**src/rtl/dcache_write_responder_pkg.sv**
```systemverilog
// dcache_write_responder_pkg
//   Shared definitions for the data-side write path: tag field constants,
//   accept/drain FSM state enums, and the write-buffer entry layout.
//   Tag layout (13 bits): {dir, type[3:0], space, id[6:0]}.
package dcache_write_responder_pkg;

  localparam int unsigned TAG_W       = 13;
  localparam int unsigned TAG_DIR_BIT = TAG_W - 1;

  // Buffer entries are sized for the widest supported address/data;
  // narrower instances zero-extend on push and truncate on drain.
  localparam int unsigned ADDR_W_MAX = 64;
  localparam int unsigned DATA_W_MAX = 64;

  localparam logic       TAG_DIR_WRITE   = 1'b1;
  localparam logic       TAG_DIR_READ    = 1'b0;
  localparam logic [3:0] TAG_TYPE_MEMORY = 4'b0001;
  localparam logic       TAG_SPACE_DATA  = 1'b1;
  localparam logic       TAG_SPACE_INSN  = 1'b0;

  typedef enum logic [1:0] {
    A_IDLE  = 2'd0,
    A_ACKED = 2'd1,
    A_WAIT  = 2'd2
  } accept_state_e;

  typedef enum logic [1:0] {
    D_IDLE = 2'd0,
    D_REQ  = 2'd1,
    D_WACK = 2'd2
  } drain_state_e;

  typedef struct packed {
    logic [ADDR_W_MAX-1:0] addr;
    logic [DATA_W_MAX-1:0] data;
    logic [TAG_W-1:0]      tag;
  } wbuf_entry_t;

  function automatic logic tag_is_write(input logic [TAG_W-1:0] tag);
    return tag[TAG_DIR_BIT] == TAG_DIR_WRITE;
  endfunction

endpackage

```
**src/rtl/dcache_wbuf_fifo.sv**
```systemverilog
// dcache_wbuf_fifo
//   Synchronous write-buffer FIFO of wbuf_entry_t, DEPTH entries (power of 2).
//   Ports:
//     clk, rst_n       clock, asynchronous active-low reset
//     push_i, entry_i  enqueue request and entry (ignored when full)
//     pop_i            dequeue request (ignored when empty)
//     head_o           oldest entry
//     occupancy_o      number of valid entries
//     full_o, empty_o  derived from registered occupancy
module dcache_wbuf_fifo
  import dcache_write_responder_pkg::*;
#(
  parameter int unsigned DEPTH = 4,
  localparam int unsigned PTR_W = $clog2(DEPTH),
  localparam int unsigned CNT_W = PTR_W + 1
) (
  input  logic             clk,
  input  logic             rst_n,
  input  logic             push_i,
  input  wbuf_entry_t      entry_i,
  input  logic             pop_i,
  output wbuf_entry_t      head_o,
  output logic [CNT_W-1:0] occupancy_o,
  output logic             full_o,
  output logic             empty_o
);

  wbuf_entry_t      mem_q [DEPTH];
  logic [PTR_W-1:0] wr_ptr_q, wr_ptr_d;
  logic [PTR_W-1:0] rd_ptr_q, rd_ptr_d;
  logic [CNT_W-1:0] cnt_q, cnt_d;
  logic             do_push, do_pop;

  assign full_o      = (cnt_q == CNT_W'(DEPTH));
  assign empty_o     = (cnt_q == '0);
  assign do_push     = push_i && !full_o;
  assign do_pop      = pop_i && !empty_o;
  assign occupancy_o = cnt_q;
  assign head_o      = mem_q[rd_ptr_q];

  always_comb begin
    wr_ptr_d = wr_ptr_q;
    rd_ptr_d = rd_ptr_q;
    cnt_d    = cnt_q;
    if (do_push) wr_ptr_d = wr_ptr_q + PTR_W'(1);
    if (do_pop)  rd_ptr_d = rd_ptr_q + PTR_W'(1);
    case ({do_push, do_pop})
      2'b10:   cnt_d = cnt_q + CNT_W'(1);
      2'b01:   cnt_d = cnt_q - CNT_W'(1);
      default: cnt_d = cnt_q;
    endcase
  end

  always_ff @(posedge clk or negedge rst_n) begin
    if (!rst_n) begin
      wr_ptr_q <= '0;
      rd_ptr_q <= '0;
      cnt_q    <= '0;
    end else begin
      wr_ptr_q <= wr_ptr_d;
      rd_ptr_q <= rd_ptr_d;
      cnt_q    <= cnt_d;
    end
  end

  // Storage is not reset: occupancy alone decides which slots are valid.
  always_ff @(posedge clk) begin
    if (do_push) mem_q[wr_ptr_q] <= entry_i;
  end

endmodule

```
**src/rtl/dcache_write_responder.sv**
```systemverilog
// dcache_write_responder
//   Responder end of the data-side core/cache write protocol. Accepts core
//   writes, acknowledges them with one-cycle reqack/writeack pulses, buffers
//   them in dcache_wbuf_fifo and replays them in order to the memory port.
//   Configuration macro: DCACHE_POSTED_WRITE_EN
//     defined   - posted: writeack one cycle after reqack, up to DEPTH in flight
//     undefined - non-posted: writeack after the memory completes the write
//   Ports:
//     clk, reset                         clock, asynchronous active-low reset
//     reqcyc, req, reqdata, reqtag       core write request (held until reqack)
//     reqack, writeack                   core-side accept / completion pulses
//     mem_reqcyc, mem_req, mem_reqdata,  memory-side drained request
//     mem_reqtag
//     mem_reqack, mem_writeack           memory-side accept / completion
//     occupancy                          valid buffer entries
//     tag_err                            sticky: non-WRITE request observed
module dcache_write_responder
  import dcache_write_responder_pkg::*;
#(
  parameter int unsigned DEPTH  = 4,
  parameter int unsigned ADDR_W = 64,
  parameter int unsigned DATA_W = 64
) (
  input  logic                   clk,
  input  logic                   reset,
  input  logic                   reqcyc,
  input  logic [ADDR_W-1:0]      req,
  input  logic [DATA_W-1:0]      reqdata,
  input  logic [TAG_W-1:0]       reqtag,
  output logic                   reqack,
  output logic                   writeack,
  output logic                   mem_reqcyc,
  output logic [ADDR_W-1:0]      mem_req,
  output logic [DATA_W-1:0]      mem_reqdata,
  output logic [TAG_W-1:0]       mem_reqtag,
  input  logic                   mem_reqack,
  input  logic                   mem_writeack,
  output logic [$clog2(DEPTH):0] occupancy,
  output logic                   tag_err
);

  accept_state_e     a_state_q, a_state_d;
  drain_state_e      d_state_q, d_state_d;
  logic              reqack_q, reqack_d;
  logic              writeack_q, writeack_d;
  logic              tag_err_q, tag_err_d;
  logic              mem_reqcyc_q, mem_reqcyc_d;
  logic [ADDR_W-1:0] mem_req_q, mem_req_d;
  logic [DATA_W-1:0] mem_reqdata_q, mem_reqdata_d;
  logic [TAG_W-1:0]  mem_reqtag_q, mem_reqtag_d;

  logic        fifo_push, fifo_pop, fifo_full, fifo_empty;
  wbuf_entry_t fifo_in, fifo_head;

  assign fifo_in.addr = ADDR_W_MAX'(req);
  assign fifo_in.data = DATA_W_MAX'(reqdata);
  assign fifo_in.tag  = reqtag;

  dcache_wbuf_fifo #(.DEPTH(DEPTH)) u_wbuf (
    .clk         (clk),
    .rst_n       (reset),
    .push_i      (fifo_push),
    .entry_i     (fifo_in),
    .pop_i       (fifo_pop),
    .head_o      (fifo_head),
    .occupancy_o (occupancy),
    .full_o      (fifo_full),
    .empty_o     (fifo_empty)
  );

  // Accept FSM. A_ACKED deliberately ignores reqcyc: the initiator only
  // drops it after seeing reqack, so it is still high for one extra cycle.
  always_comb begin
    a_state_d  = a_state_q;
    reqack_d   = 1'b0;
    writeack_d = 1'b0;
    tag_err_d  = tag_err_q;
    fifo_push  = 1'b0;
    case (a_state_q)
      A_IDLE: begin
        if (reqcyc) begin
          if (!tag_is_write(reqtag)) begin
            tag_err_d = 1'b1;
          end else if (!fifo_full) begin
            fifo_push = 1'b1;
            reqack_d  = 1'b1;
            a_state_d = A_ACKED;
          end
        end
      end
      A_ACKED: begin
`ifdef DCACHE_POSTED_WRITE_EN
        writeack_d = 1'b1;
        a_state_d  = A_IDLE;
`else
        a_state_d  = A_WAIT;
`endif
      end
`ifndef DCACHE_POSTED_WRITE_EN
      // Only one write is ever buffered here, so any pop completes it.
      A_WAIT: begin
        if (fifo_pop) begin
          writeack_d = 1'b1;
          a_state_d  = A_IDLE;
        end
      end
`endif
      default: a_state_d = A_IDLE;
    endcase
  end

  // Drain FSM. The head is latched into the mem_* registers on issue so the
  // request stays stable regardless of later pushes.
  always_comb begin
    d_state_d     = d_state_q;
    mem_reqcyc_d  = mem_reqcyc_q;
    mem_req_d     = mem_req_q;
    mem_reqdata_d = mem_reqdata_q;
    mem_reqtag_d  = mem_reqtag_q;
    fifo_pop      = 1'b0;
    case (d_state_q)
      D_IDLE: begin
        if (!fifo_empty) begin
          mem_reqcyc_d  = 1'b1;
          mem_req_d     = ADDR_W'(fifo_head.addr);
          mem_reqdata_d = DATA_W'(fifo_head.data);
          mem_reqtag_d  = fifo_head.tag;
          d_state_d     = D_REQ;
        end
      end
      D_REQ: begin
        if (mem_reqack) begin
          mem_reqcyc_d = 1'b0;
          if (mem_writeack) begin
            fifo_pop  = 1'b1;
            d_state_d = D_IDLE;
          end else begin
            d_state_d = D_WACK;
          end
        end
      end
      D_WACK: begin
        if (mem_writeack) begin
          fifo_pop  = 1'b1;
          d_state_d = D_IDLE;
        end
      end
      default: d_state_d = D_IDLE;
    endcase
  end

  always_ff @(posedge clk or negedge reset) begin
    if (!reset) begin
      a_state_q     <= A_IDLE;
      d_state_q     <= D_IDLE;
      reqack_q      <= 1'b0;
      writeack_q    <= 1'b0;
      tag_err_q     <= 1'b0;
      mem_reqcyc_q  <= 1'b0;
      mem_req_q     <= '0;
      mem_reqdata_q <= '0;
      mem_reqtag_q  <= '0;
    end else begin
      a_state_q     <= a_state_d;
      d_state_q     <= d_state_d;
      reqack_q      <= reqack_d;
      writeack_q    <= writeack_d;
      tag_err_q     <= tag_err_d;
      mem_reqcyc_q  <= mem_reqcyc_d;
      mem_req_q     <= mem_req_d;
      mem_reqdata_q <= mem_reqdata_d;
      mem_reqtag_q  <= mem_reqtag_d;
    end
  end

  assign reqack      = reqack_q;
  assign writeack    = writeack_q;
  assign tag_err     = tag_err_q;
  assign mem_reqcyc  = mem_reqcyc_q;
  assign mem_req     = mem_req_q;
  assign mem_reqdata = mem_reqdata_q;
  assign mem_reqtag  = mem_reqtag_q;

endmodule

```
**config.mk**
```make
export PLATFORM = sky130hd
export DESIGN_NAME = dcache_write_responder
export DESIGN_NICKNAME = d
export VERILOG_FILES = /design/src/rtl/dcache_write_responder_pkg.sv /design/src/rtl/dcache_wbuf_fifo.sv /design/src/rtl/dcache_write_responder.sv
export SDC_FILE = /design/constraint.sdc
export NUM_CORES = 1
export LEC_CHECK = 0
export BUFFER_PORTS_ARGS = -buffer_cell sky130_fd_sc_hd__clkbuf_2
export CORE_MARGIN = 3
export CORE_UTILIZATION = 40
export CTS_BUF_LIST = sky130_fd_sc_hd__clkbuf_4
export DETAILED_ROUTE_END_ITERATION = 10
export GPL_TIMING_DRIVEN = 0
export SLEW_MARGIN = 20
export SYNTH_ARGS = -nofsm -noshare
export SYNTH_HDL_FRONTEND = slang
export SYNTH_SLANG_ARGS = --single-unit
export TNS_END_PERCENT = 20
```
**constraint.sdc**
```tcl
create_clock -name clk -period 5.4 [get_ports clk]
set_input_delay 1.08 -clock clk [delete_from_list [all_inputs] [get_ports clk]]
set_output_delay 1.08 -clock clk [all_outputs]
set_load 0.02 [all_outputs]
```
## Word level (Yosys, flattened, before mapping)

Memory sizes are Yosys's and may differ from the RTL's. A register that Yosys moved wholly into a read port is not among the register bits.
Index checks and enable logic that the tools add are counted.

| operators by class | value |
|---|---|
| multiplexer cells | 25 |
| bitwise operators | 2 |
| equal/unequal tests | 14 |
| reductions and logical operators | 15 |
| add/subtract/negate cells | 4 |

Operators with widths:

| operator | number |
|---|---|
| $mux W2 | 8 |
| $mux W1 | 12 |
| $ne A2 B2 Y1 const B | 6 |
| $pmux W2 S3 | 2 |
| $reduce_and A3 Y1 | 3 |
| $eq A2 B1 Y1 const B | 3 |
| $eq A2 B2 Y1 const B | 3 |
| $pmux W3 S2 | 1 |
| $add A2 B1 Y2 const B | 2 |
| $logic_not A2 Y1 | 2 |
| $pmux W1 S2 | 2 |
| $reduce_and A4 Y1 | 1 |
| $reduce_bool A2 Y1 | 2 |
| $add A3 B1 Y3 const B | 1 |
| $eq A3 B3 Y1 const B | 1 |
| $logic_not A1 Y1 | 3 |
| $logic_not A3 Y1 | 1 |
| $sub A3 B1 Y3 const B | 1 |
| $logic_and A1 B1 Y1 | 2 |
| $ne A2 B1 Y1 const B | 1 |
| $not A1 Y1 | 2 |
| $reduce_and A2 Y1 | 1 |

| storage, ports and cells | value |
|---|---|
| logic and storage cells | 70 |
| bits of input ports | 146 |
| output and inout bits | 148 |
| bits in registers | 15 |
| memories | 1 |
| bits in writable memories | 564 |

Memory list:

| memory | words | width | rd ports | clocked after Yosys merged registers in | wr ports | RTL line | text |
|---|---|---|---|---|---|---|---|
| u_wbuf.mem_q | 4 | 141 | 1 | 1 | 1 | dcache_wbuf_fifo.sv:28 | `wbuf_entry_t mem_q [DEPTH];` |

## Depth between registers and ports, before layout

Gate-level depths: netlist of run 1.

| depth | value |
|---|---|
| depth in word-level cells | 8 |
| mapped depth | 10 |
| mapped depth without buffers | 10 |

## By module

A second synthesis of run 1 with hierarchy kept.

| unflattened totals | value |
|---|---|
| cells, all modules | 1109 |
| area, all modules | 26788.2 sq um |

Modules (own cells, without submodules):

| module | seq. area each (sq um) | cells each | instances | area an instance (sq um) |
|---|---|---|---|---|
| dcache_wbuf_fifo | 17111.4 | 775 | 1 | 20748.6 |
| dcache_write_responder | 3728.6 | 334 | 1 | 6039.5 |

## Worst setup path after synthesis of run 1

No wires, ideal clock.

| timing | value |
|---|---|
| path kind | input-to-reg |
| from | input reqtag[12] |
| to | memory u_wbuf.mem_q[2][0] (netlist bit), enable pin |
| buffers on the path | 0 |
| library setup time | 0.517 ns |
| cell stages on the path | 3 |
| arrival time | 4.801 ns |
| setup slack | 0.082 ns |
| required time | 4.883 ns |
| path through | nand4bb_1 > a31oi_2 > and2_1 |

| on the way | value |
|---|---|
| longest elaborated chain between the ends | 6 |

Ends and longest elaborated chain:

| item | RTL line | text |
|---|---|---|
| start: declaration | dcache_write_responder.sv:29 | `input logic [TAG_W-1:0] reqtag,` |
| $mux W1 | dcache_write_responder.sv:82 | `if (!tag_is_write(reqtag)) begin` |
| $mux W1 | dcache_write_responder.sv:81 | `if (reqcyc) begin` |
| $mux W1 | dcache_write_responder.sv:79 | `case (a_state_q)` |
| via fifo_push | dcache_write_responder.sv:52 | `logic fifo_push, fifo_pop, fifo_full, fifo_empty;` |
| $logic_and A1 B1 Y1 | dcache_wbuf_fifo.sv:36 | `assign do_push = push_i && !full_o;` |
| $mux W1 | dcache_wbuf_fifo.sv:68 | `if (do_push) mem_q[wr_ptr_q] <= entry_i;` |
| $mux W1 (implied by the code) | dcache_wbuf_fifo.sv:68 |  |
| end: declaration | dcache_wbuf_fifo.sv:28 |  |

The timed path passes the listed nets, and every way through them passes these cells.

## Final worst setup path of run 1

| timing | value |
|---|---|
| from | register u_wbuf.cnt_q[0] (netlist: u_wbuf.occupancy_o[0]) |
| to | output occupancy[0] |

RTL lines:

| item | RTL line | text |
|---|---|---|
| start: declaration | dcache_wbuf_fifo.sv:31 | `logic [CNT_W-1:0] cnt_q, cnt_d;` |
| start signal: assignment | dcache_wbuf_fifo.sv:62 | `cnt_q <= cnt_d;` |
| end: declaration | dcache_write_responder.sv:38 | `output logic [$clog2(DEPTH):0] occupancy,` |

No word-level cell between the ends.

==> summary.txt, run 1 <==
RR Endpoint = u_wbuf.mem_q[1][41]
Top-count cell post-synth = edfxtp_1
Mapped Area = 0.0264 sq mm
Total power = 17.7 mW
Tcrit/Tclk final = 50.7%
Slew @ Worst Pin = 0.797 ns
Net count after synthesis = 1,263
Site Rows = 93
Final Critical Period = 2.74 ns
Synth Instances = 1,108
Top_reg_cell synth = edfxtp_1
Synth area leader = edfxtp_1
GRT overflow = 0
Worst Path Max Fanout = 5
Startpoint type of the worst setup path = flip-flop
Final setup vio count = 0
# IOs = 294
Worst ir drop on vdd = 0.000259 V
Top post-synthesis cells by area = edfxtp_1 (64%), dfrtp_1 (15%), mux4_2 (12%), mux2_2 (6.1%), buf_6 (0.43%)
CP Buf/Inv Count = 1
CP Class = reg -> out
Max-cap violation count = 0
Root Buffer = clkbuf_4
Cell Chain, Critical Path = clkbuf_2
CP delay by family, top = flip-flops
Vias in the first global route = 14,197
Total die area = 0.0690 sq mm
Total CTS buffers = 187
Worst-case clock buffer depth = 3
Async set-reset flop share out of synthesis = 21.7%
Outcome = finished, final reports clean
Worst Hold End = u_wbuf.mem_q[2][78]
R2R Setup Slk = 2.70 ns
Placed Area = 0.0293 sq mm
Routed WL = 55.9 mm
Crit path DAT = 1.66 ns
Worst Hold Class = in -> reg
DR iter-0 viols = 750
Clk pin slew, worst setup/hold paths = 0.06 ns
Setup TNS = 0 ns
CTS tree = built
Slowest stage delay, CP = 0.48 ns
Hold Crit Start = req[1]
Die Span Y = 263 um
Yosys reg bits = 720
H-tree Lvls = 4
Clk_lat worst skew = 0.97 ns
EDFF count, synth = 564
Area growth, synth to finish = 20.8%
Largest net degree at the start of global routing = 71
DRT antenna net count = 0
Clk sink count = 720
Routability cong. = 0.702
Share of layout cells above drive strength 1 = 54.0%
Unrepaired setup endpoints after global routing = no
DP HPWL = 34.1 mm
Initial antenna violation count = 7
Final instance area = 0.0318 sq mm
Worst Hold Depth = 1
PortBufs = 293
Leakage = 11.7 nW
Max Clk Rate = 0.365 GHz
Vias per cell = 4.93
Syn. warnings = 0
Filler cells = 5,414
First-pass GRT wire length = 85.3 mm
DR vias = 12,934
Slew headroom = 46.9%
Final Hold Fails = 0
# nets final = 1,760
Drt wl/cell = 21.3 um
Final core utilization = 49.1%
Drt pass-1 iters = 5
Pins Over Slew Limit = 0
Post-CTS sizing = 0
Syn avg cell area = 23.8 sq um
CP Capture Type = output port
Commonest cells in the netlist = edfxtp_1 (564), dfrtp_1 (156), mux2_2 (142)
Fin Clk Skew = 0.0512 ns
Yosys top cell area share = 64.3%
DIE WIDTH = 263 um
R2R depth = 5
Post-synthesis sequential area ratio = 79.1%
Core box area = 0.0648 sq mm
RR Startpoint = a_state_q[1]
PwrDens = 557 mW/mm^2
WP data required = 4.32 ns
Synth unique cells = 34
GRT Util Overall = 16.6%
Residual DRC = 0
CP max-delay cell = dfrtp_1
Initial core utilization = 40.7%
## metrics by stage
stage,setup slack [ns],std cells,hold WS [ns]
3_3_place_gp,-3.42,2256,0.487
6_report,2.66,2623,0.325
5_1_grt,2.49,2623,0.199
2_1_floorplan,0.0818,1108,0.470
3_5_place_dp,1.88,2270,0.492
4_1_cts,2.50,2621,0.170
## cell families after synthesis
kind of cell	after synthesis	share of synthesized area, %
AO/OA/AOI/OAI	12	0.380
XOR/XNOR	6	0.199
adder cells (fa/ha/maj)	9	0.456
buffers and inverters	58	1.30
flip-flops	720	79.1
multiplexers	285	18.2
AND/OR/NAND/NOR	18	0.394
## worst max path at each step
stage	startpoint	to	slack, ns	depth (start not counted)
floorplan	reqtag[12]	u_wbuf.mem_q[2][0]	0.08	3
global placement	reqtag[12]	u_wbuf.mem_q[0][71]	-3.42	4
detailed placement	reqtag[12]	u_wbuf.mem_q[3][67]	1.88	6
CTS	u_wbuf.occupancy_o[0]	occupancy[0]	2.50	1
global route	u_wbuf.occupancy_o[0]	occupancy[0]	2.49	1
finish	u_wbuf.occupancy_o[0]	occupancy[0]	2.66	1
## timing repair
action,CTS,global route
buffers inserted,0,0
hold endpoints to repair,43,0
hold buffers,1,0
## state kept, by name (all words and copies together) (netlist names), 2 cells and up
| name | cells |
|---|---|
| a_state_q | 2 |
| d_state_q | 2 |
| mem_req | 64 |
| mem_reqdata | 64 |
| mem_reqtag | 13 |
| u_wbuf.mem_q | 564 |
| u_wbuf.occupancy_o | 3 |
| u_wbuf.rd_ptr_q | 2 |
| u_wbuf.wr_ptr_q | 2 |
## where the power goes
group | internal, mW | switching (mW)
Sequential | 6.98 | 0.404
Clock | 2.63 | 2.16
Combinational | 2.62 | 2.94
Total | 12.2 | 5.50
## cells in the final DEF, fill, tap and decap left out, types with 4 or more instances in the layout
cell        n
clkinv_1   27
clkbuf_2  292
dfrtp_1   156
buf_4       7
ha_1        8
clkbuf_1    9
buf_16     14
buf_1       5
and2_4      4
edfxtp_1  564
clkbuf_4  310
mux2_2    142
mux4_2    141
buf_6      10
buf_2      16
inv_1      10
## routing by layer
| layer | vias up | routed length, um | part of all wire, % | GRT usage [%] |
|---|---|---|---|---|
| met3 | 105 | 4240 | 7.6 | 6.27 |
| met4 | 10 | 1170 | 2.1 | 6.32 |
| li1 | 5711 | - | - | - |
| met1 | 6712 | 22300 | 40 | 20.2 |
| met5 | - | 70 | 0.13 | 0 |
| met2 | 396 | 28100 | 50 | 27.0 |
## area by class of cell
type,instances,area (sq um),share of cell area (%)
plain buffers,48,305,0.959
repair buffers,308,1870,5.87
multi-input cells,330,5180,16.3
diodes,2,5.00,0.0157
clock inverters,41,219,0.688
inverters,10,37.5,0.118
flip-flops and latches,720,20800,65.4
well taps,855,1070,3.36
clock buffers,309,2320,7.28
Note: power is estimated with default switching activity, not from simulation.
==> run 2: changes to the inputs <==
==> constraint.sdc (replaced) <==
create_clock -name clk -period 2.8 [get_ports clk]
set_input_delay 0.56 -clock clk [delete_from_list [all_inputs] [get_ports clk]]
set_output_delay 0.56 -clock clk [all_outputs]
set_load 0.02 [all_outputs]
==> run 2 against run 1 <==
  * Wire length is 0.33% higher
  * Register-to-register slack got worse by 2.3 ns
  * Power grew 92%
  * Die area unchanged
  * Core utilization up 2.1 points
  * Sequential power is 92% higher
  * Sequential share of layout area shrank 2.7 points
  * Final area rose by 4.3%
  * Combinational power increased by 94%
  * Final cell count grew 4.8%
  * Global-route usage is essentially flat
  * Critical path depth rose by 4
  * Critical path type is now reg -> reg
  * Critical endpoint is now mem_req[21]
  * Largest cell class unchanged
==> summary.txt, run 2 (synthesized netlist as in run 1, its figures left out) <==
Met2 GRT Util = 28.0% (was 27.0%)
Core box area = 0.0648 sq mm (unchanged)
Max-cap violation count = 0 (unchanged)
Post-CTS Setup Inserts = 0 (unchanged)
Final instance area = 0.0332 sq mm (was 0.0318 sq mm)
Slew @ Worst Pin = 0.740 ns (was 0.797 ns)
Most frequent cells in the layout = edfxtp_1 (564), clkbuf_2 (292), clkbuf_4 (285) (was edfxtp_1 (564), clkbuf_4 (310), clkbuf_2 (292))
DP HPWL = 33.8 mm (was 34.1 mm)
WP data required = 3.60 ns (was 4.32 ns)
DR vias = 13,374 (was 12,934)
Vias in the first global route = 15,009 (was 14,197)
H-tree Lvls = 4 (unchanged)
Fin Clk Skew = 0.0577 ns (was 0.0512 ns)
Vias per cell = 4.86 (was 4.93)
Drt wl/cell = 20.4 um (was 21.3 um)
DR iter-0 viols = 662 (was 750)
Worst Hold Class = in -> reg (unchanged)
Place WS = 0.0108 ns (was 1.88 ns)
Final setup vio count = 0 (unchanged)
Placed Area = 0.0293 sq mm (about the same)
Final Non-Filler Cells = 2,750 (was 2,623)
Post-CTS sizing = 0 (unchanged)
Largest net degree at the start of global routing = 70 (was 71)
First-pass GRT wire length = 87.0 mm (was 85.3 mm)
Leakage = 12.2 nW (was 11.7 nW)
Final Hold Fails = 0 (unchanged)
PwrDens = 1020 mW/mm^2 (was 557 mW/mm^2)
CTS tree = built (unchanged)
Crit path DAT = 3.24 ns (was 1.66 ns)
Pins Over Slew Limit = 0 (unchanged)
WHS = 0.367 ns (was 0.325 ns)
Met1 Track Usage GR = 20.0% (was 20.2%)
Routed WL = 56.1 mm (was 55.9 mm)
DIE WIDTH = 263 um (unchanged)
Die Span Y = 263 um (unchanged)
Most common cell after layout, fill and taps aside = edfxtp_1 (unchanged)
Initial antenna violation count = 1 (was 7)
PortBufs = 293 (unchanged)
GRT overflow = 0 (unchanged)
Clk sink count = 720 (unchanged)
Residual DRC = 0 (unchanged)
Routability cong. = 0.707 (was 0.702)
GR peak layer = met2 (unchanged)
Startpoint type of the worst setup path = flip-flop (unchanged)
Total die area = 0.0690 sq mm (unchanged)
Total CTS buffers = 180 (was 187)
Outcome = finished, final reports clean (unchanged)
Max reg flops = 564 (unchanged)
GRT Util Overall = 16.6% (about the same)
Drt pass-1 iters = 5 (unchanged)
Worst ir drop on vdd = 0.000472 V (was 0.000259 V)
Unrepaired setup endpoints after global routing = no (unchanged)
CP Class = reg -> reg (was reg -> out)
CTS hold repair buffers = 148 (was 1)
Initial core utilization = 40.7% (unchanged)
Final Critical Period = 2.43 ns
DRT antenna net count = 0 (unchanged)
Filler cells = 5,299 (was 5,414)
Inst Count DP = 2,271 (was 2,270)
Worst Path Max Fanout = 10 (was 5)
Worst-case clock buffer depth = 3 (unchanged)
PnR worst setup slack = 0.366 ns (was 2.66 ns)
Area growth, synth to finish = 26.0% (was 20.8%)
M3 GR Usage = 5.14% (was 6.27%)
Max Clk Rate = 0.411 GHz
Tcrit/Tclk final = 86.9%
Root Buffer = clkbuf_4 (unchanged)
CP Capture Type = flip-flop (was output port)
Slew headroom = 50.7% (was 46.9%)
Total power = 34.0 mW (was 17.7 mW)
Clk_lat worst skew = 0.95 ns (was 0.97 ns)
Clk pin slew, worst setup/hold paths = 0.06 ns (about the same)
R2R Setup Slk = 0.37 ns (was 2.70 ns)
Site Rows = 93 (unchanged)
# nets final = 1,901 (was 1,760)
# IOs = 294 (unchanged)
Most flops, register = u_wbuf.mem_q (unchanged)
Share of layout cells above drive strength 1 = 49.4% (was 54.0%)
-- run 2: cell types whose count changed in the layout (fill, tap and decap cells not counted), sizes merged --
cell / delta
clkinvlp: -1
bufinv: +1
clkbuf: -25
diode: -1
buf: +2
clkinv: +4
inv: +1
dlygate4sd3: +146
-- run 2: per-layer routing --
metal | vias up | part of all wire, %
met5 | - | 0
met4 | 0 | 2.2
met3 | 91 | 6.2
met2 | 361 | 51
met1 | 6949 | 41
li1 | 5973 | -
-- run 2: final timing paths --
path	end	depth (start not counted)	startpoint
min in group asynchronous	mem_req[34]	3	reset
worst min register to register	mem_req[38]	1	mem_req[38]
max in group asynchronous	reqack	4	reset
worst min-delay path	u_wbuf.mem_q[2][3]	2	reqtag[3]
worst max-delay path	mem_req[21]	5	u_wbuf.occupancy_o[2]
worst max register to register	mem_req[21]	5	u_wbuf.occupancy_o[2]
-- run 2: per-stage QoR --
| stage | util, % | TNS, ns |
|---|---|---|
| final | 51.2 | 0 |
| after floorplan | - | -262.42 |
| after global routing | 51.2 | 0 |
| after global placement | 44.6 | -1852.00 |
| after CTS | 51.2 | 0 |
| after detailed placement | 45.2 | 0 |
-- run 2: critical path: stages, from the launching register on --
cell and delay, ns:
dfrtp_1 0.39, clkbuf_1 0.19, o31ai_4 0.59, buf_2 0.49, clkbuf_4 0.33, mux2_2 0.35
-- run 2: area by class of cell --
cell class	count	area, sq um	area share, %
Buffer	48	305	0.919
Clock buffer	284	2130	6.42
Timing Repair Buffer	456	3360	10.1
Inverter	10	37.5	0.113
Antenna cell	1	2.50	0.00754
Tap cell	855	1070	3.22
Multi-Input combinational cell	330	5180	15.6
Sequential cell	720	20800	62.8
Clock inverter	46	275	0.829
-- run 2: report_power, final --
group / switching, mW / internal, mW / total [mW] / leakage (nW)
registers: 0.777 / 13.5 / 14.2 / 6.92
clock network: 4.13 / 4.81 / 8.95 / 1.44
logic: 5.65 / 5.19 / 10.8 / 3.86
==> run 3: changes to the inputs <==
--- a/config.mk
+++ b/config.mk
@@ -11,6 +11,8 @@
 export CTS_BUF_LIST = sky130_fd_sc_hd__clkbuf_4
 export DETAILED_ROUTE_END_ITERATION = 10
 export GPL_TIMING_DRIVEN = 0
+export RECOVER_POWER = 50
+export SKIP_CTS_REPAIR_TIMING = 1
 export SLEW_MARGIN = 20
 export SYNTH_ARGS = -nofsm -noshare
 export SYNTH_HDL_FRONTEND = slang
==> run 3 against run 2 <==
  * The run now ends with max-capacitance violations, max-slew violations left
  * Fmax shrank 3.1%
  * Die area is the same
  * Via count is 0.11% lower
  * First-iteration DRC count fell by 10%
  * Count of clock-buffer cells in the layout stayed put
  * Final area down 0.65%
  * Global-route usage shrank 0.38 points
  * Clock power about the same
  * Non-clock buffer count down 2
  * Largest power group unchanged
  * Highest routed layer unchanged
==> summary.txt, run 3 (synthesized netlist as in run 1, its figures left out) <==
Slowest stage delay, CP = 0.52 ns (was 0.59 ns)
Die Span Y = 263 um (unchanged)
First-pass GRT wire length = 84.3 mm (was 87.0 mm)
Final setup vio count = 0 (unchanged)
Area growth, synth to finish = 25.2% (was 26.0%)
PortBufs = 293 (unchanged)
H-tree Lvls = 4 (unchanged)
CP Buf/Inv Count = 4 (was 3)
Most flops, register = u_wbuf.mem_q (unchanged)
Unrepaired setup endpoints after global routing = no (unchanged)
CP Capture Type = flip-flop (unchanged)
PwrDens = 1030 mW/mm^2 (was 1020 mW/mm^2)
Core box area = 0.0648 sq mm (unchanged)
Clk_lat worst skew = 0.95 ns (about the same)
Worst Path Max Fanout = 27 (was 10)
RR Endpoint = mem_req[21] (unchanged)
Worst path depth = 7 (was 5)
Largest net degree at the start of global routing = 70 (unchanged)
Slew @ Worst Pin = 2.21 ns (was 0.740 ns)
Max Clk Rate = 0.398 GHz (was 0.411 GHz)
Hold Crit Start = reqtag[3] (unchanged)
GRT Util Overall = 16.3% (was 16.6%)
Site Rows = 93 (unchanged)
Most frequent cells in the layout = edfxtp_1 (564), clkbuf_4 (285), dfrtp_1 (156) (was edfxtp_1 (564), clkbuf_2 (292), clkbuf_4 (285))
CP Class = in -> reg (was reg -> reg)
Routability cong. = 0.707 (unchanged)
Worst Hold Depth = 2 (unchanged)
Final Critical Period = 2.51 ns (was 2.43 ns)
Residual DRC = 0 (unchanged)
RR Startpoint = u_wbuf.occupancy_o[2] (unchanged)
GRT overflow = 0 (unchanged)
Tcrit/Tclk final = 89.7% (was 86.9%)
# IOs = 294 (unchanged)
R2R depth = 5 (unchanged)
Routed WL = 55.8 mm (was 56.1 mm)
CTS tree = built (unchanged)
Setup TNS = 0 ns (unchanged)
Initial antenna violation count = 2 (was 1)
Drt wl/cell = 20.3 um (was 20.4 um)
DIE WIDTH = 263 um (unchanged)
DRT antenna net count = 0 (unchanged)
Total power = 33.9 mW (was 34.0 mW)
Initial core utilization = 40.7% (unchanged)
Startpoint type of the worst setup path = input pin (was flip-flop)
Fin Clk Skew = 0.0560 ns (was 0.0577 ns)
DR vias = 13,359 (was 13,374)
Drt pass-1 iters = 4 (was 5)
R2R Setup Slk = 0.35 ns (was 0.37 ns)
Outcome = finished, violations left (was finished, final reports clean)
Most common cell after layout, fill and taps aside = edfxtp_1 (unchanged)
DR iter-0 viols = 595 (was 662)
Violated checks = max-capacitance violations, max-slew violations
DP HPWL = 33.8 mm (unchanged)
Clk pin slew, worst setup/hold paths = 0.06 ns (about the same)
Root Buffer = clkbuf_4 (unchanged)
Total die area = 0.0690 sq mm (unchanged)
Worst-case clock buffer depth = 3 (unchanged)
Vias per cell = 4.86 (about the same)
Final Hold Fails = 0 (unchanged)
Worst ir drop on vdd = 0.000477 V (was 0.000472 V)
WP data required = 3.40 ns (was 3.60 ns)
Slew headroom = -47.4% (was 50.7%)
Crit path DAT = 3.11 ns (was 3.24 ns)
Leakage = 11.8 nW (was 12.2 nW)
Vias in the first global route = 14,107 (was 15,009)
Total CTS buffers = 180 (unchanged)
Max-cap violation count = 1 (was 0)
Share of layout cells above drive strength 1 = 41.6% (was 49.4%)
CP max-delay cell = dlygate4sd3_1 (was o31ai_4)
Cell Chain, Critical Path = dlygate4sd3_1 -> clkbuf_1 -> nand4bb_1 -> a31oi_2 -> and2_4 -> buf_12 -> buf_12 (was clkbuf_1 -> o31ai_4 -> buf_2 -> clkbuf_4 -> mux2_2)
Max reg flops = 564 (unchanged)
Most common cell on crit path = buf_12
# nets final = 1,899 (was 1,901)
Worst Hold Class = in -> reg (unchanged)
Worst Hold End = u_wbuf.mem_q[2][3] (unchanged)
Pins Over Slew Limit = 34 (was 0)
CP delay by family, top = buffers and inverters (unchanged)
Clk sink count = 720 (unchanged)
[run 3: changes by cell type in the layout (fill, tap and decap cells not counted), sizes merged]
cell          previous run  this run
buf                     54        47
dlygate4sd3            147       146
diode                    1         3
dlymetal6s4s             0         1
clkbuf                 587       592
[run 3: how the worst max path moves through the flow]
stage | to | start
after CTS | mem_req[21] | u_wbuf.occupancy_o[2]
after global routing | u_wbuf.occupancy_o[2] | d_state_q[0]
final | u_wbuf.mem_q[3][95] | reqtag[12]
after floorplan | u_wbuf.mem_q[0][0] | u_wbuf.occupancy_o[0]
after detailed placement | u_wbuf.mem_q[3][133] | reqtag[12]
after global placement | mem_reqdata[54] | reset
[run 3: per-stage QoR]
step                hold slack [ns]  worst slack [ns]  instance area [sq um]  utilization [%]  instances
floorplan                     0.264            -0.465                  26400                -       1108
global placement              0.472             -2.77                  28900             44.6       2256
detailed placement            0.467            0.0108                  29300             45.2       2271
CTS                          -0.599             0.232                  31700             48.9       2601
global route                  0.287             0.166                  33000             50.9       2749
finish                        0.410             0.288                  33000             50.9       2750
[run 3: layout make-up]
class                   count  area, sq um
flip-flops and latches    720        20800
plain buffers              48          293
repair buffers            454         3160
clock buffers             284         2130
clock inverters            46          275
multi-input cells         330         5180
diodes                      3         7.51
inverters                  10         37.5
fillers                  5389        31800
well taps                 855         1070
[run 3: metal layers]
metal / track usage (%) / share of wire (%) / up-vias
li1: - / - / 5966
met1: 19.5 / 41 / 6932
met2: 27.0 / 51 / 370
met3: 5.60 / 6.0 / 91
met4: 6.47 / 2.2 / 0
met5: 0 / 0 / -
[run 3: worst reg2reg max path: stages, from the launching register on]
cell,delay (ns)
dfrtp_1,0.39
clkbuf_1,0.20
o31ai_4,0.60
buf_2,0.49
clkbuf_4,0.33
mux2_2,0.35
[run 3: power breakdown]
| part | leakage (nW) | internal (mW) | switching (mW) | total, mW |
|---|---|---|---|---|
| clock | 1.44 | 4.81 | 4.12 | 8.94 |
| sequential | 6.92 | 13.5 | 0.781 | 14.2 |
| combinational | 3.42 | 5.13 | 5.64 | 10.8 |
| total | 11.8 | 23.4 | 10.5 | 33.9 |
